<file path="src/rtl/cacheline_adaptor.sv">
`timescale 1ns/1ps
// cacheline_adaptor: splits 256-bit line writes into four 64-bit beats and
// assembles four 64-bit read beats into a line; one transaction at a time.
// Ports:
//   clk, rst                  clock, async active-high reset
//   line_i, address_i         write line and line address from write buffer
//   read_i, write_i, resp_o   line request strobes and completion pulse
//   line_o                    assembled read line
//   burst_i, burst_o          64-bit read / write beats on memory bus
//   address_o                 aligned burst address (0 while idle)
//   read_o, write_o, resp_i   burst requests and per-beat memory strobe
module cacheline_adaptor (
  input  logic         clk,
  input  logic         rst,
  input  logic [255:0] line_i,
  output logic [255:0] line_o,
  input  logic [31:0]  address_i,
  input  logic         read_i,
  input  logic         write_i,
  output logic         resp_o,
  input  logic [63:0]  burst_i,
  output logic [63:0]  burst_o,
  output logic [31:0]  address_o,
  output logic         read_o,
  output logic         write_o,
  input  logic         resp_i
);

  localparam logic [1:0] IDLE = 2'd0;
  localparam logic [1:0] RD   = 2'd1;
  localparam logic [1:0] WR   = 2'd2;
  localparam logic [1:0] DONE = 2'd3;

  logic [1:0]   state_q, state_d;
  logic [1:0]   beat_q, beat_d;
  logic [26:0]  addr_q, addr_d;
  logic [255:0] rbuf_q, rbuf_d;
  logic [255:0] wbuf_q, wbuf_d;
  logic [7:0]   bsel;

  // Line offset bits are dropped: bursts are always line aligned.
  logic unused_offset;
  assign unused_offset = ^address_i[4:0];

  assign bsel = {beat_q, 6'd0};

  always_comb begin
    state_d = state_q;
    beat_d  = beat_q;
    addr_d  = addr_q;
    rbuf_d  = rbuf_q;
    wbuf_d  = wbuf_q;
    unique case (state_q)
      IDLE: begin
        // Write has priority when both are requested.
        if (write_i) begin
          addr_d  = address_i[31:5];
          wbuf_d  = line_i;
          beat_d  = 2'd0;
          state_d = WR;
        end else if (read_i) begin
          addr_d  = address_i[31:5];
          beat_d  = 2'd0;
          state_d = RD;
        end
      end
      RD: begin
        if (resp_i) begin
          rbuf_d[bsel +: 64] = burst_i;
          beat_d = beat_q + 2'd1;
          if (beat_q == 2'd3) state_d = DONE;
        end
      end
      WR: begin
        if (resp_i) begin
          beat_d = beat_q + 2'd1;
          if (beat_q == 2'd3) state_d = DONE;
        end
      end
      DONE: begin
        // Requests deliberately not sampled here.
        state_d = IDLE;
      end
      default: state_d = IDLE;
    endcase
  end

  always_ff @(posedge clk or posedge rst) begin
    if (rst) begin
      state_q <= IDLE;
      beat_q  <= 2'd0;
      addr_q  <= 27'd0;
      rbuf_q  <= 256'd0;
      wbuf_q  <= 256'd0;
    end else begin
      state_q <= state_d;
      beat_q  <= beat_d;
      addr_q  <= addr_d;
      rbuf_q  <= rbuf_d;
      wbuf_q  <= wbuf_d;
    end
  end

  assign read_o    = (state_q == RD);
  assign write_o   = (state_q == WR);
  assign resp_o    = (state_q == DONE);
  assign line_o    = rbuf_q;
  assign address_o = (state_q == IDLE) ? 32'd0 : {addr_q, 5'd0};
  assign burst_o   = (state_q == WR) ? wbuf_q[bsel +: 64] : 64'd0;

endmodule
</file>
<file path="config.mk">
export PLATFORM = sky130hd
export DESIGN_NAME = cacheline_adaptor
export DESIGN_NICKNAME = d
export VERILOG_FILES = /design/src/rtl/cacheline_adaptor.sv
export SDC_FILE = /design/constraint.sdc
export NUM_CORES = 1
export LEC_CHECK = 0
export CAP_MARGIN = 15
export CORE_AREA = 2 2 275 277
export DETAILED_ROUTE_END_ITERATION = 12
export DIE_AREA = 0 0 277 279
export DONT_BUFFER_PORTS = 1
export GPL_TIMING_DRIVEN = 0
export PLACE_DENSITY = 0.5
export SLEW_MARGIN = 25
export SYNTH_ARGS = -nofsm -noshare
export SYNTH_HDL_FRONTEND = slang
export SYNTH_SLANG_ARGS = --single-unit
</file>
<file path="constraint.sdc">
create_clock -name clk -period 45.5 [get_ports clk]
set_input_delay 9.1 -clock clk [delete_from_list [all_inputs] [get_ports clk]]
set_output_delay 9.1 -clock clk [all_outputs]
set_load 0.01 [all_outputs]
</file>
* Yosys cells after proc, flatten, opt, wreduce, memory -nomap -nowiden
Cells that the tools add are included.
Storage, ports and cells: bits in registers 543, logic and storage cells 40
Cells by class: $add $sub $neg 2, eq/ne operators 7, shifts and indexed selects 3, muxes and demuxes 14, reductions and logical operators 9
Operator list (count):
- bitwise mux 256 bit | 1
- variable shift 64 x 10 -> 256 bit, first input constant | 1
- indexed part select 256 x 9 -> 64 bit | 1
- indexed part select 64 x 10 -> 256 bit | 1
- two-way mux 64 bit | 1
- two-way mux 27 bit | 2
- two-way mux 32 bit | 1
- two-way mux 2 bit | 7
- negation 8 -> 10 bit | 1
- == test 2 bit, second input constant | 3
- one-hot mux 2 bit (3 select lines) | 1
- AND reduction 2 bit | 3
- AND reduction 3 bit | 2
- inequality test 2 x 1 -> 1 bit, second input constant | 2
- one-hot mux 2 bit (2 select lines) | 1
- nonzero test 2 bit | 2
- inequality test 3 bit, second input constant | 1
- adder 2 x 1 -> 2 bit, second input constant | 1
- == test 2 x 1 -> 1 bit, second input constant | 1
- logical NOT 2 bit | 1
- OR reduction 2 bit | 1

* Logic depth before layout (Yosys ltp)
word-level depth 4, gate-level depth with buffers 9, gate-level depth less buffers 5

* Worst setup path before layout
No wires, ideal clock.
kind reg-to-output, from register beat_q[0], to output port burst_o[10], arrival 1.597 ns, data required time 36.400 ns, setup slack 34.803 ns, cell stages (with the launch flop) 5, buffers on the path 2, cell sequence dfrtp_1 -> buf_2 -> buf_4 -> mux4_2 -> and2_1
On the way: cells in the longest elaborated chain, start to end 2
Ends and longest elaborated chain:
- start, declared | line 35 | logic [1:0] beat_q, beat_d;
- start signal, assigned | line 97 | beat_q <= beat_d;
- indexed part select 256 x 9 -> 64 bit | line 109 | assign burst_o = (state_q == WR) ? wbuf_q[bsel +: 64] : 64'd0;
- two-way mux 64 bit | line 109
- end, declared | line 22 | output logic [63:0] burst_o,
Every way passes these cells.

* Worst setup path in the final report
from register state_q[0], to output port burst_o[3]
On the way: cells in the longest elaborated chain, start to end 2
Ends and longest elaborated chain:
- start, declared | line 34 | logic [1:0] state_q, state_d;
- start signal, assigned | line 96 | state_q <= state_d;
- == test 2 bit | line 109
- two-way mux 64 bit | line 109
Every way passes these cells.

==> results.txt <==
----------------------------------------------------
[STA]
  Number of hold violations in the final report ... 0
  Number of setup violations in the final report ... 0
  Max_slew headroom ... 31.1%
  Setup repair after global routing missed its margin ... false
  Setup_tns ... 0 ns
  Clock period minus worst slack ... 12.01 ns
  Final Cycle Share ... 26.4%
  Fin. max-slew vios ... 0
  Transition time at the pin with the least slew margin ... a little over 1 ns
  Worst Clk Skew ... ~0.026 ns
  Maximum clock frequency ... 0.0833 GHz
  Final worst-path setup slack ... 33.49 ns

[Worst setup path]
  Slowest CP cell ... sky130_fd_sc_hd__clkbuf_1
  Worst endpoint required time ... 36.40 ns
  Highest fanout seen on the critical path ... 10
  Crit path launch ... state_q[0]
  Critical path startpoint category ... register
  Critical path buffers and inverters ... 3
  Critical Path Stages ... 5
  Critical-path cell list ... inv_1 -> ha_1 -> buf_1 -> clkbuf_1 -> and2_1
  Setup slack of the most critical reg-to-reg path ... 41.66 ns
  Crit path largest cell delay ... 0.62 ns
  Worst R2R Path Depth ... 8
  Type of the worst setup path ... register to output pin
  Arrival time at the worst endpoint ... 2.91 ns
  Start of the worst register-to-register path ... beat_q[1]
  CP delay by family, top ... buffers and inverters
  Crit end category ... output pin
  Worst setup path end ... burst_o[3]
  R2R Path End ... line_o[157]

[Global routing]
  Initial antenna violation count ... 17
  Pin count of the biggest net entering global routing ... 102
  Total Routing Usage GR ... 18.7%
  Total overflow reported by the global router ... 0
  Wire length of the first global-routing pass ... 106,000 µm
  Number of global-route vias before repair ... 13,800

[Placed design]
  Area after detailed placement ... about 23,000 µm²
  Number of buffer cells added on primary ports ... 0
  GP Congestion ... 0.895
  HPWL Detailed ... 55,800 µm
  Post-place setup slack ... roughly 34 ns
  Number of placed instances with taps included ... 2,378

[Detailed routing]
  Detailed-route DRC error count ... 0
  Count of antenna-violating nets left after detailed routing ... 0
  Drt via density ... 5.36
  DRC violation total after the first TritonRoute iteration ... 837
  DR WL/cell ... 29.8 µm
  Via count ... 13,400
  Overall routed net length ... 74,300 µm
  Drt pass-1 iters ... 4

[CTS]
  CTS clock-pin slew for the worst setup and hold paths ... 0.06 ns
  Post-CTS setup repair buffer count ... 0
  Post_cts resized ... 0
  Clock latency reported for the late side of the worst-skew pair ... between 0.6 and 0.7 ns
  # H-tree levels ... 2
  Root cell of the clock tree ... sky130_fd_sc_hd__clkbuf_16
  Number of hold buffers added after cts ... 0
  CTS tree ... built
  Maximum number of buffers from clock root to sink ... 3
  Number of CTS-inserted buffers ... 60
  CTS Sinks ... 543

[Final layout]
  Design area ... between 20,000 and 30,000 µm²
  Post-layout net count ... 1,839
  P&R area growth vs syn ... 16.0%
  Count of fill cells added during filler insertion ... 7,233
  Fraction of layout cells with a size suffix above 1 ... 34.4%
  Number of non-filler instances in the completed layout ... 2,494

[Floorplan]
  Effective utilization at floorplan ... 29.7%
  Die area ... 77,300 µm²
  Num ports ... 712
  DIE WIDTH ... between 200 and 300 µm
  Die boundary height ... 279 µm
  Core area ... 74,100 µm²
  # rows ... 100

[Power and ir drop]
  Maximum vdd drop ... 0.0309 mV
  Power density cells ... 71.3 nW/µm²
  Static leakage ... 11.3 nW

[Logic synthesis]
  Largest family of logic cells by synthesized area ... multiplexers
  Post-synth EDFFs ... 0
  Portion of netlist area occupied by mux cells ... 21.2%
  Most frequently used cell type in the post-synthesis netlist ... sky130_fd_sc_hd__dfrtp_1
  Most instantiated flip-flop cell in the synthesis netlist ... sky130_fd_sc_hd__dfrtp_1
  Adder and majority gate portion of the synthesized area ... 0.626%
  Count of cell types in the netlist ... 31
  Synthesized-area fraction occupied by ao, oa, aoi and oai cells ... 10.4%
  Async set-or-reset flop fraction in the synthesized netlist ... 100%
  Sequential area share after synthesis ... 61.8%
  Synth Instances ... roughly 1,400
  Post-synth design cell area ... 22,000 µm²
  Yosys synthesis warning count ... 0
  Top cells by instance count after synthesis ... sky130_fd_sc_hd__dfrtp_1 (543), sky130_fd_sc_hd__mux2_2 (284), sky130_fd_sc_hd__a22o_1 (252)
  Top cells by area in the synthesized netlist ... sky130_fd_sc_hd__dfrtp_1 (62%), sky130_fd_sc_hd__mux2_2 (15%), sky130_fd_sc_hd__a22o_1 (10%)
  Fraction of the mapped netlist area in simple logic gates ... 3.19%
  Synthesized area divided by synthesized cell count ... ~16 µm²
  Post-Synth XOR/XNOR Area ... 0%
  Largest area contributor in the synthesized netlist ... sky130_fd_sc_hd__dfrtp_1
  Fraction of synthesized cell area taken by the top area cell type ... 61.8%
  Flip-flop and latch count after synthesis ... 543

[Run status]
  Status ... finished clean

[Flow run]
  Max_cap viols ... 0

[Hold path]
  Min-Delay Path Class ... register to register

----------------------------------------------------
[cell type report]
type | count | area [µm²] | area share, %
Sequential cell | 543 | 13600 | 53.3
Antenna cell | 5 | 12.5 | 0.0491
Multi-Input combinational cell | 740 | 7810 | 30.6
Buffer | 114 | 577 | 2.26
Inverter | 6 | 30.0 | 0.118
Clock inverter | 20 | 295 | 1.16
Clock buffer | 91 | 1800 | 7.05
Timing Repair Buffer | 6 | 165 | 0.648
Tap cell | 969 | 1210 | 4.76
[state kept, by name (all words and copies together) (netlist names)]
register,count
line_o,256
wbuf_q,256
addr_q,27
beat_q,2
state_q,2
[cells by family after synthesis]
logic type                 count (synthesis)
muxes                                    349
buffers and inverters                    120
other                                      1
DFF                                      543
AOI/OAI and AO/OA                        264
and+or+nand+nor                          111
adders and majority gates                 11
[layout by cell type, fill, tap and decap left out, drive strengths merged, types with 6 or more instances in the layout]
master / instances
nor2b: 28
ha: 11
a22o: 252
mux4: 64
buf: 78
mux2: 284
and2: 64
inv: 8
bufinv: 6
dfrtp: 543
clkinv: 12
clkbuf: 133
[per-stage QoR]
stage	util, %	total power, mW	hold slack (ns)
2_1_floorplan	-	1.16	0.471
3_3_place_gp	31.3	1.31	0.481
3_5_place_dp	31.6	1.32	0.485
4_1_cts	34.4	1.84	0.498
5_1_grt	34.4	1.91	0.507
6_report	34.4	1.82	0.496
[report_power, final]
| part | switching, mW | total (mW) | internal, mW |
|---|---|---|---|
| Sequential | 0.138 | 0.798 | 0.659 |
| Combinational | 0.232 | 0.509 | 0.277 |
| Clock | 0.204 | 0.510 | 0.306 |
[worst min path at each step]
| stage | from | endpoint | slack (ns) | depth (start not counted) |
|---|---|---|---|---|
| after detailed placement | addr_q[19] | addr_q[19] | 0.48 | 1 |
| after CTS | addr_q[19] | addr_q[19] | 0.50 | 1 |
| final | addr_q[19] | addr_q[19] | 0.50 | 1 |
| after floorplan | addr_q[0] | addr_q[0] | 0.47 | 1 |
| after global placement | addr_q[18] | addr_q[18] | 0.48 | 1 |
| after global routing | wbuf_q[191] | wbuf_q[191] | 0.51 | 1 |
[routing by layer]
layer	GRT usage, %	vias to the layer above	part of all wire (%)	routed length, µm
met3	5.28	111	7.1	5290
li1	-	5376	-	-
met2	32.1	564	51	38100
met1	22.9	7304	39	29100
met4	5.24	16	2.3	1710
met5	0	-	0.14	102
(Power assumes the default switching activity.)
